`config.mk`:
```
export PLATFORM = sky130hd
export DESIGN_NAME = cmp_search_ctrl
export DESIGN_NICKNAME = d
export VERILOG_FILES = /design/src/rtl/cmp_search_ctrl_pkg.sv /design/src/rtl/cmp_search_ctrl.sv
export SDC_FILE = /design/constraint.sdc
export NUM_CORES = 1
export LEC_CHECK = 0
export ABC_AREA = 1
export ABC_CLOCK_PERIOD_IN_PS = 3400
export BUFFER_PORTS_ARGS = -buffer_cell sky130_fd_sc_hd__buf_4
export CORE_ASPECT_RATIO = 0.6
export CORE_MARGIN = 5
export CORE_UTILIZATION = 60
export CTS_CLUSTER_DIAMETER = 60
export DETAILED_ROUTE_END_ITERATION = 8
export GPL_ROUTABILITY_DRIVEN = 0
export PLACE_DENSITY = 0.83
export SYNTH_ARGS = -nofsm -noshare
export SYNTH_HDL_FRONTEND = slang
export SYNTH_SLANG_ARGS = --single-unit
```
`constraint.sdc`:
```
create_clock -name clk -period 3.4 [get_ports clk]
set_clock_uncertainty 0.1 [all_clocks]
set_input_delay 0.17 -clock clk [delete_from_list [all_inputs] [get_ports clk]]
set_output_delay 0.17 -clock clk [all_outputs]
set_load 0.005 [all_outputs]
```
`src/rtl/cmp_search_ctrl_pkg.sv`:
```
// Shared types for the binary-search controller that drives a magnitude comparator.
package cmp_search_ctrl_pkg;

    typedef enum logic {
        IDLE,
        SEARCH
    } state_e;

    typedef enum logic [1:0] {
        FLAG_LT,
        FLAG_GT,
        FLAG_EQ,
        FLAG_BAD
    } flag_e;

    // Exactly one comparator flag must be high; anything else is a protocol error.
    function automatic flag_e decode_flags(input logic lt, input logic gt, input logic eq);
        flag_e f;
        case ({lt, gt, eq})
            3'b100:  f = FLAG_LT;
            3'b010:  f = FLAG_GT;
            3'b001:  f = FLAG_EQ;
            default: f = FLAG_BAD;
        endcase
        return f;
    endfunction

endpackage

```
`src/rtl/cmp_search_ctrl.sv`:
```
// Binary-search controller: drives probe onto comparator B, narrows [lo,hi]
// from the returned flags and reports the located value or a protocol error.
module cmp_search_ctrl
    import cmp_search_ctrl_pkg::*;
#(
    parameter int WIDTH = 4,
    parameter int MAXV  = 2**WIDTH-1
) (
    input  logic             clk,
    input  logic             rst_n,
    input  logic             start,
    input  logic             A_lt_B,
    input  logic             A_gt_B,
    input  logic             A_eq_B,
    output logic [WIDTH-1:0] probe,
    output logic             busy,
    output logic             done,
    output logic             found,
    output logic             err,
    output logic [WIDTH-1:0] result,
    output logic [WIDTH-1:0] probe_cnt
);

    localparam logic [WIDTH:0] MAXV_W = (WIDTH+1)'(MAXV);
    localparam logic [WIDTH:0] ONE_W  = (WIDTH+1)'(1);

    state_e           state_q, state_d;
    logic [WIDTH:0]   lo_q, lo_d, hi_q, hi_d;
    logic [WIDTH-1:0] probe_q, probe_d;
    logic [WIDTH-1:0] cnt_q, cnt_d;
    logic [WIDTH-1:0] result_q, result_d;
    logic             found_q, found_d;
    logic             err_q, err_d;
    logic             done_q, done_d;

    flag_e            flag;
    logic [WIDTH:0]   nlo, nhi;
    logic             narrow;

    // Extra top bit keeps lo+hi from wrapping before the halving shift.
    function automatic logic [WIDTH-1:0] midpoint(input logic [WIDTH:0] l, input logic [WIDTH:0] h);
        logic [WIDTH+1:0] s;
        s = {1'b0, l} + {1'b0, h};
        return s[WIDTH:1];
    endfunction

    // hi below zero shows up as the sign bit of the WIDTH+1-bit value.
    function automatic logic range_empty(input logic [WIDTH:0] l, input logic [WIDTH:0] h);
        return h[WIDTH] || (l > h);
    endfunction

    assign flag = decode_flags(A_lt_B, A_gt_B, A_eq_B);

    always_comb begin
        state_d  = state_q;
        lo_d     = lo_q;
        hi_d     = hi_q;
        probe_d  = probe_q;
        cnt_d    = cnt_q;
        result_d = result_q;
        found_d  = found_q;
        err_d    = err_q;
        done_d   = 1'b0;
        nlo      = lo_q;
        nhi      = hi_q;
        narrow   = 1'b0;

        case (state_q)
            IDLE: begin
                // A start coinciding with the done pulse is dropped on purpose.
                if (start && !done_q) begin
                    lo_d    = '0;
                    hi_d    = MAXV_W;
                    probe_d = midpoint('0, MAXV_W);
                    cnt_d   = WIDTH'(1);
                    found_d = 1'b0;
                    err_d   = 1'b0;
                    state_d = SEARCH;
                end
            end
            SEARCH: begin
                case (flag)
                    FLAG_EQ: begin
                        result_d = probe_q;
                        found_d  = 1'b1;
                        done_d   = 1'b1;
                        state_d  = IDLE;
                    end
                    FLAG_LT: begin
                        nhi    = {1'b0, probe_q} - ONE_W;
                        narrow = 1'b1;
                    end
                    FLAG_GT: begin
                        nlo    = {1'b0, probe_q} + ONE_W;
                        narrow = 1'b1;
                    end
                    default: begin
                        err_d   = 1'b1;
                        done_d  = 1'b1;
                        state_d = IDLE;
                    end
                endcase

                if (narrow) begin
                    lo_d = nlo;
                    hi_d = nhi;
                    if (range_empty(nlo, nhi)) begin
                        err_d   = 1'b1;
                        done_d  = 1'b1;
                        state_d = IDLE;
                    end else begin
                        probe_d = midpoint(nlo, nhi);
                        cnt_d   = cnt_q + WIDTH'(1);
                    end
                end
            end
            default: state_d = IDLE;
        endcase
    end

    always_ff @(posedge clk or negedge rst_n) begin
        if (!rst_n) begin
            state_q  <= IDLE;
            lo_q     <= '0;
            hi_q     <= '0;
            probe_q  <= '0;
            cnt_q    <= '0;
            result_q <= '0;
            found_q  <= 1'b0;
            err_q    <= 1'b0;
            done_q   <= 1'b0;
        end else begin
            state_q  <= state_d;
            lo_q     <= lo_d;
            hi_q     <= hi_d;
            probe_q  <= probe_d;
            cnt_q    <= cnt_d;
            result_q <= result_d;
            found_q  <= found_d;
            err_q    <= err_d;
            done_q   <= done_d;
        end
    end

    assign probe     = probe_q;
    assign busy      = (state_q == SEARCH);
    assign done      = done_q;
    assign found     = found_q;
    assign err       = err_q;
    assign result    = result_q;
    assign probe_cnt = cnt_q;

endmodule

```
==> results.yml <==
run_status:
  run_status: "completed"
global_routing:
  grt.overflow.total: 0
  grt_pass1_wl_um: 6740
  grt_use_met2: 0.354
  grt_max_degree: 27
  grt_util_met3: 0.0456
  grt.total_usage: 0.216
  grt-busiest-layer: "met2"
  gr-usage-met1: 0.290
  grt_pass1_vias: 1450
  grt_antenna_before_repair: 0
logic_synthesis:
  avgSynthCellArea_um2: 8.05
  yosysSeqAreaShare: 0.388
  yosysUniqueCellTypes: 29
  synth.net_count: 227
  yosys_warnings: 0
  yosys.area.top_type: "dfrtp_1"
  syn_inst: 208
  synth-main-ff-cell: "dfrtp_1"
  yosysMostFrequentCell: "nand2_1"
  synth_edf_count: 0
  synth_common_cells: "53 x nand2_1, 27 x inv_1, 26 x dfrtp_1"
  synth-async-reset-ratio: 1.00
  synth_area_leaders: "dfrtp_1 39%, nand2_1 12%, ha_1 9.0%"
  synth_seq_cells: 26
  synth_top_area_frac: 0.388
  syn_area_mm2: 0.00168
clock_tree:
  numCtsBuffers: 3
  post_cts.repair.setup_buffers: 0
  cts_tree: "built"
  clk_latency_ns: 0.27
  cts_resized: 0
  cts_buffer_depth: 2
  htree_levels: 1
  clkTransAtPathRegs_ns: 0.09
  clkSinkCount: 26
  hold_buffers: 1
  cts_root_buf: "clkbuf_8"
die:
  dieArea_mm2: 0.00398
  start_util: 0.646
  num_rows: 14
  die_y_um: 50.9
  die_x_um: 78.2
  coreArea_mm2: 0.00259
  io-pin-count: 22
finish:
  fin_nets: 249
  drive_gt1_frac: 0.175
  final-seq-area_um2: 651
  fill_cells: 194
  multi_input_area_um2: 871
  num_antenna_cells: 0
  synthToLayoutAreaGrowth_pct: 13.4
  postLayoutCoreUtil: 0.733
min_path:
  hold_class: "in2async"
detailed_routing:
  detail-route-antenna-nets: 0
  drc_errors: 0
  drt_pre_antenna_iters: 4
  drt_iter0_drc: 146
  drt_wl_total_um: 3990
  vias_per_cell: 5.75
  wl_per_cell_um: 15.3
  via_count: 1501
worst_setup_path:
  timing.rr.start: "probe[0]"
  rr_worst_depth: 14
  rrSetupSlack_ns: 0.69
  crit_type: "reg2reg"
  required_ns: 3.46
  start_kind: "flip-flop"
  critPathMaxFanout: 9
  worstPathArrival_ns: 2.77
  reg2reg_to: "probe[2]"
  end_kind: "flip-flop"
sta:
  setup_viol: 0
  worstMarginPinSlew_ns: 0.496
  timing.slew.headroom: 0.666
  finalHoldViolCount: 0
  fin_ws_ns: 0.689
  drv_slew: 0
  finalCriticalPeriod_ns: 2.71
  grt_setup_unrepaired: "false"
  min_period_over_period: 0.797
  max_freq_ghz: 0.369
  whs_ns: 0.242
  tns_ns: 0
power:
  leakagePower_uw: 0.00107
  p_per_area_mw_per_mm2: 681
  total_power_uw: 1290
  peakVddDrop_mv: 0.368
job:
  maxCapViolations: 0
place:
  portBuffers: 21
  pre_cts_ws_ns: 0.732
  dp_hpwl_um: 2920
-- metrics by stage --
stage / area (µm²) / cells
after detailed placement: 1840 / 256
after global placement: 1840 / 256
final: 1900 / 261
after CTS: 1900 / 261
after floorplan: 1680 / 208
after global routing: 1900 / 261
-- logic make-up after synthesis --
kind of cell,after synthesis,share of synthesized area
buf+inv,36,0.0919
compound gates,29,0.108
simple gates,98,0.279
fa+ha+maj,13,0.102
flops,26,0.388
xor+xnor,6,0.0314
-- final cells by class --
cell class	instances	area share
inverter	31	0.0612
tap	32	0.0211
sequential	26	0.342
timing repair buffer	22	0.0882
clock buffer	4	0.0290
multi-input combinational	146	0.458
-- worst max-delay path, cell delays in order (launching register included) --
cell     delay [ns]
dfrtp_1        0.52
inv_1          0.13
ha_1           0.36
inv_1          0.08
o21a_1         0.20
inv_1          0.08
ha_1           0.31
nor2_1         0.14
nand3_1        0.09
nand3_1        0.09
nand2_1        0.12
nand3_4        0.15
nand2_4        0.09
nand2_1        0.08
nand2_1        0.05
-- sequential cells by signal (all words and copies together), names as in the netlist --
| signal | count |
|---|---|
| lo_q | 5 |
| busy | 1 |
| result | 4 |
| done | 1 |
| probe | 4 |
| probe_cnt | 4 |
| hi_q | 5 |
| found | 1 |
| err | 1 |
-- power by group --
part | leakage [µW] | total [µW] | internal (µW) | switching [µW]
Combinational | 0.000717 | 599 | 255 | 344
Clock | 0.0000288 | 202 | 104 | 98.0
Sequential | 0.000326 | 494 | 397 | 97.6
-- routing by layer --
metal	routed length, µm	vias to the layer above
met5	0	-
met2	1880	67
met4	90	0
met1	1680	717
met3	343	10
li1	-	707
-- worst max path at each step --
stage,slack [ns],cells past startpoint,to,start
final,0.69,14,probe[2],probe[0]
after detailed placement,0.73,14,probe[2],probe[0]
after floorplan,1.13,12,probe_cnt[3],probe[0]
after global placement,0.82,14,probe[1],probe[0]
after global routing,0.43,14,probe[2],probe[0]
after CTS,0.70,14,probe[2],probe[0]
-- placed cells by master (no fill, tap or decap) --
master	synthesis	routed
o21a_1	2	2
nand3b_1	1	1
dlygate4sd3_1	0	1
nand2_1	53	53
nand2_4	1	1
buf_4	0	21
inv_2	4	4
o21ai_4	1	1
inv_1	27	27
xor2_1	4	4
nand3_4	2	2
o21ai_0	17	17
nor2_1	9	9
nor2_8	1	1
fa_1	1	1
or2_2	1	1
nand2_2	3	3
ha_1	12	12
nand3_1	25	25
o22ai_2	1	1
clkbuf_8	0	4
o21bai_1	1	1
dfrtp_1	26	26
a21oi_1	5	5
o22ai_1	1	1
o211ai_2	1	1
xnor2_1	2	2
nand4_1	1	1
nor3_1	1	1
(Power assumes the default switching activity.)
